## config.mk

```make
export PLATFORM = sky130hd
export DESIGN_NAME = id_ex_pipe_reg
export DESIGN_NICKNAME = d
export VERILOG_FILES = /design/src/rtl/id_ex_pipe_reg.sv
export SDC_FILE = /design/constraint.sdc
export NUM_CORES = 1
export LEC_CHECK = 0
export BUFFER_PORTS_ARGS = -buffer_cell sky130_fd_sc_hd__buf_4
export CORE_ASPECT_RATIO = 0.75
export CORE_UTILIZATION = 46
export DETAILED_ROUTE_END_ITERATION = 8
export PLACE_DENSITY = 0.8
export SLEW_MARGIN = 20
export SYNTH_ARGS = -nofsm -noshare
export SYNTH_HDL_FRONTEND = slang
export SYNTH_SLANG_ARGS = --single-unit
```

## constraint.sdc

```tcl
create_clock -name clk_i -period 5.1 [get_ports clk_i]
set_input_delay 0 -clock clk_i [delete_from_list [all_inputs] [get_ports clk_i]]
set_output_delay 0 -clock clk_i [all_outputs]
set_load 0.02 [all_outputs]
```

## src/rtl/id_ex_pipe_reg.sv

```systemverilog
// ============================================================================
// Module      : id_ex_pipe_reg
// Description : ID->EX pipeline register with valid/ready handshake, flush,
//               bubble insertion and a saturating downstream-stall counter.
//               Define ID_EX_SKID_EN to add a one-entry skid buffer so that
//               ready_o is taken straight from a flop.
// Revision    : 1.0 - initial release
// ============================================================================
`default_nettype none

module id_ex_pipe_reg #(
    parameter int CTRL_W = 8,
    parameter int DATA_W = 32,
    parameter int NDATA  = 3,
    parameter int ADDR_W = 5,
    parameter int NADDR  = 3
) (
    input  logic                     clk_i,
    input  logic                     rst_i,
    input  logic                     valid_i,
    output logic                     ready_o,
    input  logic [CTRL_W-1:0]        ctrl_i,
    input  logic [NDATA*DATA_W-1:0]  data_i,
    input  logic [NADDR*ADDR_W-1:0]  addr_i,
    input  logic                     flush_i,
    output logic                     valid_o,
    output logic [CTRL_W-1:0]        ctrl_o,
    output logic [NDATA*DATA_W-1:0]  data_o,
    output logic [NADDR*ADDR_W-1:0]  addr_o,
    input  logic                     ready_i,
    input  logic                     stall_clr_i,
    output logic [15:0]              stall_cnt_o
);

    localparam int          DW       = NDATA * DATA_W;
    localparam int          AW       = NADDR * ADDR_W;
    localparam logic [15:0] CNT_MAX  = 16'hFFFF;

    logic              main_valid;
    logic [CTRL_W-1:0] main_ctrl;
    logic [DW-1:0]     main_data;
    logic [AW-1:0]     main_addr;
    logic [15:0]       stall_cnt;

    logic accept;
    logic drain;
    logic stalled;

    assign stalled = main_valid && !ready_i;
    assign drain   = !main_valid || ready_i;
    assign accept  = valid_i && ready_o;

    assign valid_o     = main_valid;
    assign ctrl_o      = main_ctrl;
    assign data_o      = main_data;
    assign addr_o      = main_addr;
    assign stall_cnt_o = stall_cnt;

`ifdef ID_EX_SKID_EN
    logic              skid_valid;
    logic [CTRL_W-1:0] skid_ctrl;
    logic [DW-1:0]     skid_data;
    logic [AW-1:0]     skid_addr;

    // ready_o is low whenever the skid holds an entry, so accept and a
    // skid-to-main transfer never coincide.
    assign ready_o = !skid_valid;

    always_ff @(posedge clk_i or posedge rst_i) begin
        if (rst_i) begin
            main_valid <= 1'b0;
            main_ctrl  <= '0;
            main_data  <= '0;
            main_addr  <= '0;
            skid_valid <= 1'b0;
            skid_ctrl  <= '0;
            skid_data  <= '0;
            skid_addr  <= '0;
        end else if (flush_i) begin
            main_valid <= 1'b0;
            main_ctrl  <= '0;
            skid_valid <= 1'b0;
        end else if (drain) begin
            if (skid_valid) begin
                main_valid <= 1'b1;
                main_ctrl  <= skid_ctrl;
                main_data  <= skid_data;
                main_addr  <= skid_addr;
                skid_valid <= 1'b0;
            end else if (accept) begin
                main_valid <= 1'b1;
                main_ctrl  <= ctrl_i;
                main_data  <= data_i;
                main_addr  <= addr_i;
            end else begin
                main_valid <= 1'b0;
                main_ctrl  <= '0;
            end
        end else if (accept) begin
            skid_valid <= 1'b1;
            skid_ctrl  <= ctrl_i;
            skid_data  <= data_i;
            skid_addr  <= addr_i;
        end
    end
`else
    assign ready_o = drain;

    always_ff @(posedge clk_i or posedge rst_i) begin
        if (rst_i) begin
            main_valid <= 1'b0;
            main_ctrl  <= '0;
            main_data  <= '0;
            main_addr  <= '0;
        end else if (flush_i) begin
            main_valid <= 1'b0;
            main_ctrl  <= '0;
        end else if (accept) begin
            main_valid <= 1'b1;
            main_ctrl  <= ctrl_i;
            main_data  <= data_i;
            main_addr  <= addr_i;
        end else if (drain) begin
            // Bubble: data/addr are left as-is, only control is zeroed.
            main_valid <= 1'b0;
            main_ctrl  <= '0;
        end
    end
`endif

    always_ff @(posedge clk_i or posedge rst_i) begin
        if (rst_i) begin
            stall_cnt <= '0;
        end else if (stall_clr_i) begin
            stall_cnt <= '0;
        end else if (stalled && (stall_cnt != CNT_MAX)) begin
            stall_cnt <= stall_cnt + 16'd1;
        end
    end

endmodule

`default_nettype wire

```

==> summary.txt <==
GRT
  – Initial antenna violation count: 0
  – First-pass GRT wire length: 24700 um
  – Vias in the first global route: 4737
  – Gr ovfl total: 0
  – Pin count of the biggest net entering global routing: 90
  – All-Layer GR Usage: 26.6%

Worst setup path
  – Critical Path RT: 5.38 ns
  – Reg-to-reg critical path startpoint: valid_o$_DFFE_PP0P_
  – Setup crit start kind: flop
  – Critical path endpoint category: flop
  – CP startpoint: valid_o$_DFFE_PP0P_
  – Max Fanout on Critical Path: 71
  – Worst R2R End: data_o[75]$_DFFE_PP0P_
  – Crit path kind: flop to flop
  – Reg2Reg Depth: 4
  – Flop2flop setup slack: 2.97 ns
  – Crit path DAT: 2.41 ns

Clock network
  – Sink Count: 136
  – Total setup buffers inserted after CTS: 0
  – Clock Tree Buf Depth: 2
  – Clk slew on worst S/H paths: 0.06 ns
  – Total CTS buffers: 17
  – Clock latency on the worst-skew pair: 0.40 ns
  – H-tree depth: 4
  – TritonCTS clock tree: built
  – CTS root buf: clkbuf_16

Placed design
  – Setup WS pre-CTS: 3.00 ns
  – Dpl cells: 763
  – Port buffer count: 261
  – Gp weighted congestion: 0.813
  – Post-DP HPWL: 9530 um

Power and ir drop
  – Worst vdd ir: 0.237 mV
  – Switching share of total power: 27.2%
  – Flop pwr share: 37.6%
  – Clock share of power: 38.5%
  – Leak: 4.39 nW
  – Pwr per Cell Area: 377 mW/mm^2
  – Combinational Power Share: 23.9%
  – Switch Pwr: 0.961 mW
  – Int Pwr: 2.57 mW

Logic synthesis
  – Post-synthesis sequential area ratio: 62.9%
  – Cells after Synth: 360
  – Compound-Gate Fraction of Synth Area: 3.77%
  – Number of distinct library cells after synthesis: 32
  – Synthesized area: 0.00541 mm^2
  – Mux cell area share after synthesis: 25.2%
  – Yosys reg bits: 136
  – Mapped Nets: 486
  – Largest family of logic cells by synthesized area: multiplexers
  – Post-synthesis adder-cell area fraction: 0.231%
  – XOR/XNOR Fraction of Synth Area: 0%
  – Post-synthesis simple-gate area fraction: 5.55%
  – Ys Warns: 0
  – Syn Area/Cell: 15.0 um^2

STA
  – Final worst slack: 2.97 ns
  – Final setup fails: 0
  – Max_slew headroom: 39.4%
  – Final hold vios: 0
  – Tcrit/Tclk final: 41.8%
  – Clock period minus worst slack: 2.13 ns
  – Max Clk Rate: 469 MHz
  – Tightest Pin Transition: 0.909 ns
  – Setup Skew: 0.00867 ns
  – Slew Limit Fails: 0
  – Final Hold Slack: 0.196 ns
  – RSZ-0062 raised after global routing: no
  – Final setup TNS: 0 ns

Layout
  – Most common cell after layout, fill and taps aside: buf_4
  – Seq. cell area: 0.00340 mm^2
  – Fillers: 565
  – Multi-input logic area: 0.00188 mm^2
  – # nets final: 874
  – Area Growth Syn to Fin: 73.2%
  – Most frequent cells in the layout: 264 x buf_4, 136 x dfrtp_1, 123 x dlygate4sd3_1
  – Non-filler cells, final: 918
  – Layout cells sized above 1: 55.1%

Drt
  – Routed WL: 16300 um
  – Vias per std cell: 4.93
  – Initial DRT Pass Iterations: 4
  – Wirelength per Cell: 17.7 um
  – DR iter-0 viols: 211
  – DRC Markers: 0
  – Vias: 4525
  – Post-route ant nets: 0

Floorplanning
  – Top-Level Pins: 262
  – Starting Density: 48.3%
  – CORE AREA: 0.0112 mm^2
  – Die ar.: 0.0122 mm^2
  – Num rows: 33
  – Die span in x: 127 um
  – Height of the die: 95.9 um

Worst hold path
  – Worst Hold Launch: ready_i
  – Hold depth: 5
  – Worst Hold End: stall_cnt_o[2]$_DFFE_PP0P_
  – Hold Path Class: input port to flop

Outcome
  – Status: finished, final reports clean

Flow run
  – Max Cap Violations: 0
## critical path: stages (launching register included)
cell and delay, ns:
dfrtp_1 0.39, nor2b_1 0.22, nor3b_2 0.21, buf_4 0.73, mux2_2 0.42
## sequential cells by signal (all words and copies together) (netlist names)
register / count
stall_cnt_o: 16
addr_o: 15
data_o: 96
valid_o: 1
ctrl_o: 8
## final cells by class
| class | instances | area share [%] |
|---|---|---|
| sequential | 136 | 36.3 |
| timing repair buffer | 387 | 34.3 |
| multi-input combinational | 202 | 20.1 |
| clock buffer | 20 | 4.87 |
| tap | 157 | 2.10 |
| clock inverter | 11 | 2.08 |
| inverter | 4 | 0.214 |
| antenna | 1 | 0.0267 |
## stage by stage
stage          total power, mW  utilization, %  instance area (um^2)
6_report                  3.53            83.7                  9370
2_1_floorplan             1.71               -                  5410
4_1_cts                   3.53            83.7                  9370
5_1_grt                   3.65            83.7                  9370
3_5_place_dp              2.09            66.9                  7480
3_3_place_gp              2.07            66.9                  7480
## cell families (layout without fill, tap and decap cells)
| family | Yosys count | count (layout) |
|---|---|---|
| and+or+nand+nor | 50 | 50 |
| buffers and inverters | 22 | 422 |
| muxes | 121 | 121 |
| other | 0 | 1 |
| AOI/OAI and AO/OA | 30 | 30 |
| DFF | 136 | 136 |
| adders and majority gates | 1 | 1 |
## synth_stat cells
cell type / instances / area, um^2
and4b_1: 1 / 10.0
and4_1: 1 / 8.76
nand2_1: 5 / 18.8
nand2b_1: 2 / 12.5
nor3_1: 1 / 5.00
mux2_2: 120 / 1350
or4_1: 4 / 30.0
nor2b_1: 10 / 62.6
nand3_1: 4 / 20.0
nor2_1: 12 / 45.0
or3_1: 1 / 6.26
ha_1: 1 / 12.5
mux2i_1: 1 / 10.0
nor3b_1: 1 / 7.51
a211oi_1: 3 / 22.5
or2_1: 1 / 6.26
a22o_1: 8 / 70.1
nand4_1: 3 / 18.8
nor3_2: 1 / 10.0
buf_4: 11 / 82.6
o31ai_1: 3 / 22.5
buf_2: 3 / 15.0
inv_1: 4 / 15.0
clkbuf_1: 4 / 15.0
a31oi_1: 1 / 6.26
a21oi_1: 12 / 60.1
and3_1: 1 / 6.26
o21ai_0: 1 / 5.00
nand4_4: 1 / 21.3
o41ai_1: 2 / 17.5
dfrtp_1: 136 / 3400
and4_4: 1 / 11.3
## layer usage
metal | routed length (um) | GRT usage, %
met3 | 1050 | 7.17
met4 | 231 | 9.72
met2 | 8450 | 47.3
met1 | 6530 | 31.5
met5 | 0 | 0
## power groups by stage
stage	registers [mW]	clock network [mW]	logic, mW
6_report	1.33	1.36	0.845
5_1_grt	1.35	1.42	0.886
4_1_cts	1.32	1.37	0.835
3_5_place_dp	1.33	0	0.758
3_3_place_gp	1.33	0	0.739
2_1_floorplan	1.52	0	0.192
## how the worst max path moves through the flow
stage,depth (start not counted),end,slack (ns)
final,4,data_o[75]$_DFFE_PP0P_,2.97
after global routing,4,data_o[46]$_DFFE_PP0P_,2.86
after CTS,4,data_o[55]$_DFFE_PP0P_,2.98
after detailed placement,4,data_o[18]$_DFFE_PP0P_,3.00
after global placement,4,data_o[53]$_DFFE_PP0P_,3.09
after floorplan,1,addr_o[0]$_DFFE_PP0P_,1.46
## what timing repair did
action | 4_1_cts | 5_1_grt
hold endpoints to repair | 214 | 0
gates resized for setup | 0 | 0
hold buffers | 123 | 0
(Power assumes the default switching activity.)
